<file path="src/rtl/coef_ram_loader_pkg.sv">
// Shared FIR package: default sizing constants and the loader state type.
// NTAPS_DEF/COEF_W_DEF/ADDR_W_DEF are also used by the ROM address counter
// and the MAC, so any change here resizes the whole filter consistently.
package coef_ram_loader_pkg;

   localparam int NTAPS_DEF  = 32;
   localparam int COEF_W_DEF = 16;
   localparam int ADDR_W_DEF = 5;

   typedef enum logic [1:0] {
      ST_IDLE = 2'd0,
      ST_LOAD = 2'd1,
      ST_DONE = 2'd2
   } loader_state_t;

endpackage

</file>
<file path="src/rtl/coef_ram_loader.sv">
// coef_ram_loader: writes a stream of NTAPS filter coefficients into the
// coefficient RAM write port (addresses 0..NTAPS-1 in order) and reports a
// signed checksum of the load on completion.
//
// Ports:
//   clk, rst_n        clock, asynchronous active-low reset
//   start             one-cycle load request, honoured only in IDLE
//   abort             cancels a load in progress (ignored outside LOAD)
//   s_valid/s_data    coefficient stream input
//   s_ready           high while loading; depends on state only
//   we/waddr/wdata    registered RAM write port, one cycle after each accept
//   busy              high in LOAD and DONE
//   done              one-cycle pulse after the last write of a load
//   aborted           one-cycle pulse after a cancelled load
//   checksum          signed sum of the last completed load
module coef_ram_loader
   import coef_ram_loader_pkg::*;
#(
   parameter int NTAPS = NTAPS_DEF,
   parameter int AW    = ADDR_W_DEF,
   parameter int CW    = COEF_W_DEF
) (
   input  logic             clk,
   input  logic             rst_n,
   input  logic             start,
   input  logic             abort,
   input  logic             s_valid,
   input  logic [CW-1:0]    s_data,
   output logic             s_ready,
   output logic             we,
   output logic [AW-1:0]    waddr,
   output logic [CW-1:0]    wdata,
   output logic             busy,
   output logic             done,
   output logic             aborted,
   output logic [CW+AW-1:0] checksum
);

   loader_state_t     state, state_nxt;
   logic [AW-1:0]     count;
   logic [CW+AW-1:0]  acc;
   logic              accept;
   logic              last;

   // abort takes priority over a coincident valid beat
   assign accept = s_valid & (state == ST_LOAD) & ~abort;
   assign last   = (count == AW'(NTAPS - 1));

   // state register
   always_ff @(posedge clk or negedge rst_n) begin
      if (!rst_n) state <= ST_IDLE;
      else        state <= state_nxt;
   end

   // next-state logic
   always_comb begin
      state_nxt = state;
      unique case (state)
         ST_IDLE: if (start) state_nxt = ST_LOAD;
         ST_LOAD: begin
            if (abort)              state_nxt = ST_IDLE;
            else if (accept && last) state_nxt = ST_DONE;
         end
         ST_DONE: state_nxt = ST_IDLE;
         default: state_nxt = ST_IDLE;
      endcase
   end

   // state-decoded outputs
   always_comb begin
      s_ready = (state == ST_LOAD);
      busy    = (state != ST_IDLE);
   end

   // write port, counter, accumulator and completion pulses
   always_ff @(posedge clk or negedge rst_n) begin
      if (!rst_n) begin
         we       <= 1'b0;
         waddr    <= '0;
         wdata    <= '0;
         done     <= 1'b0;
         aborted  <= 1'b0;
         checksum <= '0;
         count    <= '0;
         acc      <= '0;
      end else begin
         we      <= accept;
         done    <= (state == ST_DONE);
         aborted <= (state == ST_LOAD) & abort;
         if (state == ST_IDLE && start) begin
            count <= '0;
            acc   <= '0;
         end else if (accept) begin
            waddr <= count;
            wdata <= s_data;
            // count wraps to 0 naturally after the final tap (NTAPS = 2**AW)
            count <= count + 1'b1;
            acc   <= acc + {{AW{s_data[CW-1]}}, s_data};
         end
         if (state == ST_DONE) checksum <= acc;
      end
   end

endmodule

</file>
<file path="config.mk">
export PLATFORM = sky130hd
export DESIGN_NAME = coef_ram_loader
export DESIGN_NICKNAME = d
export VERILOG_FILES = /design/src/rtl/coef_ram_loader_pkg.sv /design/src/rtl/coef_ram_loader.sv
export SDC_FILE = /design/constraint.sdc
export NUM_CORES = 1
export LEC_CHECK = 0
export CORE_MARGIN = 5
export CORE_UTILIZATION = 35
export DETAILED_ROUTE_END_ITERATION = 10
export GPL_TIMING_DRIVEN = 0
export MAX_ROUTING_LAYER = met4
export PLACE_DENSITY = 0.7
export SETUP_SLACK_MARGIN = 0.4
export SYNTH_ARGS = -nofsm -noshare
export SYNTH_HDL_FRONTEND = slang
export SYNTH_SLANG_ARGS = --single-unit
</file>
<file path="constraint.sdc">
create_clock -name clk -period 2.45 [get_ports clk]
set_clock_uncertainty 0.15 [all_clocks]
set_input_delay 0.49 -clock clk [delete_from_list [all_inputs] [get_ports clk]]
set_output_delay 0.49 -clock clk [all_outputs]
set_load 0.01 [all_outputs]
</file>
# Yosys cells after proc, flatten, opt, wreduce, memory -nomap -nowiden
# Cells that the tools add are included.
[word_totals]
input_bits = 21
regBits = 73
[op_classes]
n_addsub = 2
muxes = 8
eq_ne = 5
n_reduce_logical = 7
bitwise_logic = 5
[op_table]
columns = ["op", "n"]
rows = [
  ["21-bit two-way mux", 2],
  ["21-bit adder", 1],
  ["5-bit two-way mux", 2],
  ["2-bit two-way mux", 3],
  ["5-bit by 1-bit adder with 5-bit output, second input constant", 1],
  ["5-bit == test, second input constant", 1],
  ["2-bit one-hot mux with 2 select lines", 1],
  ["2-bit AND reduction", 2],
  ["2-bit nonzero test", 2],
  ["1-bit bitwise AND", 3],
  ["3-bit by 2-bit inequality test with 1-bit output, second input constant", 1],
  ["2-bit by 1-bit == test with 1-bit output, second input constant", 1],
  ["2-bit == test, second input constant", 1],
  ["1-bit logical AND", 2],
  ["2-bit logical NOT", 1],
  ["2-bit inequality test, second input constant", 1],
  ["1-bit inverter", 2],
]

# Logic depth before layout (Yosys ltp)
[depth]
ltp_word = 7
depth_mapped = 8
depth_no_buf = 8

# Worst setup path after synthesis
# OpenSTA, ideal clock, no wires.
[synth_timing]
path_type = "input -> register"
start = "input port s_data[14]"
end = "register acc[19]"
path_slack_ns = -0.226
setup_time_ns = 0.122
stages = 7
arrival_ns = 2.404
path_buffers = 0
t_required_ns = 2.178
cell_sequence = "ha_1 -> a21o_1 -> a221o_1 -> a2111oi_2 -> o22ai_1 -> or3_1 -> a32o_1"
[synth_via]
elab_chain_cells = 3
[synth_rtl]
columns = ["item", "line", "source"]
rows = [
  ["start, declared", "coef_ram_loader.sv:28", "input logic [CW-1:0] s_data,"],
  ["21-bit adder", "coef_ram_loader.sv:98", "acc <= acc + {{AW{s_data[CW-1]}}, s_data};"],
  ["21-bit two-way mux", "coef_ram_loader.sv:93", "end else if (accept) begin"],
  ["21-bit two-way mux", "coef_ram_loader.sv:90", "if (state == ST_IDLE && start) begin"],
  ["end signal, assigned", "coef_ram_loader.sv:98", ""],
  ["end, declared", "coef_ram_loader.sv:41", "logic [CW+AW-1:0] acc;"],
]
# No other way between the ends. The select of a mux whose other input is x is not followed.
# A chain may end at the register's enable or synchronous reset.

# Final worst setup path
[layout_timing]
start = "register acc[13]"
end = "register acc[19]"
[layout_via]
elab_chain_cells = 3
[layout_rtl]
columns = ["item", "line"]
rows = [
  ["21-bit adder", "coef_ram_loader.sv:98"],
  ["21-bit two-way mux", "coef_ram_loader.sv:93"],
  ["21-bit two-way mux", "coef_ram_loader.sv:90"],
]
# No other way between the ends. The select of a mux whose other input is x is not followed.

==> flow_summary.yaml <==
floorplan:
  die_area_mm2: 0.01287
  start_util: 0.3612
  num_rows: 37
  fp.dieW_um: 113.5
  ios: 68
  fp.dieH_um: 113.5
  core_area_mm2: 0.01037
critical_path:
  cp_cell_sequence: "ha_4, and3_4, a221o_1, a2111oi_4, o22ai_2, or3_1, a32o_1"
  cp.buffers_inverters: 0
  arrival_ns: 2.66
  worstSetupPathType: "reg2reg"
  r2r-start: "acc[13]"
  crit_path_max_incr_delay_ns: 0.45
  rr_worst_depth: 7
  crit_slowest_cell: "dfrtp_1"
  cp-end-kind: "register"
  rrSetupSlack_ns: -0.12
  path_max_fanout: 6
  worst-path-stages: 7
  cp.required_ns: 2.54
  crit_family: "compound AO/OA/AOI/OAI gates"
  start_kind: "register"
  crit_path_start: "acc[13]"
  reg2reg_to: "acc[19]"
  crit_end: "acc[19]"
timing:
  period_needed_ns: 2.568
  final_hold_viol_count: 0
  fin_ws_ns: -0.1178
  setup_violations: 1
  drv_slew: 0
  fin_crit_sh: 1.048
  slew_headroom: 0.5516
  worstMarginPinSlew_ns: 0.6726
  rsz0062_at_grt: "yes"
  max_clock_freq_mhz: 389.4
placed_design:
  dp_slack_ns: -0.9801
  port_buffers: 67
  gp_congestion: 0.8343
  placed_area_mm2: 0.004801
  hpwlAfterDp_um: 7123
synthesis:
  seq_area_frac_synth: 0.4876
  synth_area_per_cell_um2: 9.884
  synth-seq-cells: 73
  synth.top_cells.by_area: "dfrtp_1 (49%), nand2_1 (9.3%), ha_1 (7.3%)"
  ys_types: 52
  synth_enable_flop_cells: 0
  syn_inst: 379
  synth_nets: 423
  synthXorXnorAreaFrac: 0.02806
  synth_area_mm2: 0.003746
  synth_compound_area_frac: 0.1523
  synth_top_area_share: 0.4876
  yosys_warnings: 0
  yosys_most_used_dff: "dfrtp_1"
  synthArstFlopShare: 1.000
  yosys.area_share.simple: 0.1657
  yosys.area.top_type: "dfrtp_1"
  synthAdderAreaFrac: 0.07882
  synth_top_family_by_area: "simple AND/OR/NAND/NOR gates"
  synth.area.mux_share: 0.06847
route:
  ant_nets: 0
  dr.pass1.iters: 4
  wl_um: 10140
  drc: 0
  vias: 3197
  drt_iter0_markers: 116
  via_per_inst: 5.190
  post_drt_wl_per_cell_um: 16.45
clock_tree:
  worstSkewPairLatency_ns: 0.36
  cts.sinks: 73
  cts_tree: "yes"
  clk_pin_slew_worst_paths_ns: 0.08
  cts_max_path_buffers: 2
  htreeDepth: 3
  cts_buffers: 9
  cts.root.buffer_cell: "clkbuf_8"
hold_path:
  min_path_type: "in2reg"
  hold-path-cell-count: 3
global_routing:
  grt_usage: 0.1690
  grt_pass1_wl_um: 16860
  overflow: 0
  grt_max_degree: 50
  first_global_vias: 3330
  antenna_found_initial: 0
layout:
  syn2layout_area_growth_pct: 43.59
  num-nets-final: 520
  final_common_cell: "nand2_1"
  final_area_mm2: 0.005379
  mostFrequentLayoutCells: "nand2_1 (89), dfrtp_1 (72), clkdlybuf4s50_1 (48)"
  diodes: 0
  final_layout_size_suffix_gt1_frac: 0.2542
power_and_ir_drop:
  peakVddDrop_mv: 0.2955
  power_leakage_nw: 2.497
  power_density_mw_per_mm2: 749.6
  power.total_mw: 4.032
run:
  cap_violations: 0
run_status:
  violations: "setup timing"
  status: "complete, but fails checks"
[power by group]
group	switching [mW]	internal [mW]	total (mW)	leakage, nW
registers	0.141	1.36	1.50	0.973
clock network	0.455	0.522	0.976	0.0957
logic	0.772	0.782	1.55	1.43
[timing repair]
| action | 4_1_cts | 5_1_grt |
|---|---|---|
| pin swaps | 18 | 22 |
| endpoints found under the hold margin | 24 | 0 |
| hold buffers | 1 | 0 |
| setup endpoints to repair | 46 | 47 |
| resized for setup | 64 | 34 |
| setup buffers | 10 | 7 |
[through the flow]
step                utilization  hold slack [ns]  setup TNS [ns]  cells
finish                   0.5187           0.3093         -0.1178    616
global route             0.5187           0.3309         -0.1766    616
CTS                      0.5049           0.3311         -0.1054    609
detailed placement       0.4630           0.2796          -11.11    583
global placement         0.4605           0.3073         -148.53    582
floorplan                     -          0.04441        -0.03244    379
[area by class of cell]
type / instances / area (µm²)
fill: 948 / 4991
timing repair buffer: 86 / 834.6
multi-input combinational: 287 / 2263
sequential: 73 / 1828
clock buffer: 13 / 158.9
clock inverter: 2 / 37.54
tap: 136 / 170.2
inverter: 8 / 30.03
buffer: 11 / 56.30
[state kept, by name (all words and copies together), names as in the netlist]
| signal | cells |
|---|---|
| aborted | 1 |
| acc | 21 |
| checksum | 21 |
| count | 5 |
| done | 1 |
| state | 2 |
| waddr | 5 |
| wdata | 16 |
| we | 1 |
[worst register-to-register path, cell delays in order, from the launching register on]
cell and delay [ns]:
dfrtp_1 0.45, ha_4 0.27, and3_4 0.16, a221o_1 0.35
a2111oi_4 0.33, o22ai_2 0.14, or3_1 0.36, a32o_1 0.25
[cell usage after synthesis, types with 2 or more instances]
cell / number
a211o_1: 2
a21o_1: 8
a21oi_1: 21
a221oi_1: 2
a22o_1: 5
a32o_1: 4
and2_1: 4
and3_1: 4
and4_1: 2
buf_1: 2
clkbuf_1: 9
dfrtp_1: 73
ha_1: 22
inv_1: 7
mux2_2: 21
mux2i_1: 2
nand2_1: 93
nand3_1: 7
nand4_1: 2
nor2_1: 15
nor3_1: 3
nor3b_1: 2
o21ai_0: 19
o21ai_1: 4
o21bai_1: 2
o22ai_1: 2
o31ai_1: 2
or2_2: 3
or3_1: 4
xnor2_1: 3
xor2_1: 9
[routing by layer]
layer  GRT usage  share of wire  vias to the layer above  wire length, µm
li1            -              -                     1538                -
met1      0.2173           0.46                     1579             4700
met2      0.2674           0.47                       62             4794
met3     0.03554          0.044                       18              450
met4     0.05609          0.019                        0              191
met5           -              0                        -                0
[logic make-up (layout without fill, tap and decap cells)]
family,Yosys count,after routing
adders and majority gates,23,23
buffers and inverters,19,120
AOI/OAI and AO/OA,86,86
xor gates and xnor gates,12,12
and+or+nand+nor,143,143
DFF,73,73
muxes,23,23
[worst min-delay path by stage]
| stage | start | end | slack [ns] |
|---|---|---|---|
| final | s_data[8] | wdata[8] | 0.31 |
| after detailed placement | rst_n | done | 0.28 |
| after floorplan | rst_n | aborted | 0.04 |
| after CTS | wdata[6] | wdata[6] | 0.33 |
| after global routing | s_data[8] | wdata[8] | 0.33 |
| after global placement | wdata[6] | wdata[6] | 0.31 |
No activity file was read; power rests on OpenSTA's default activity.
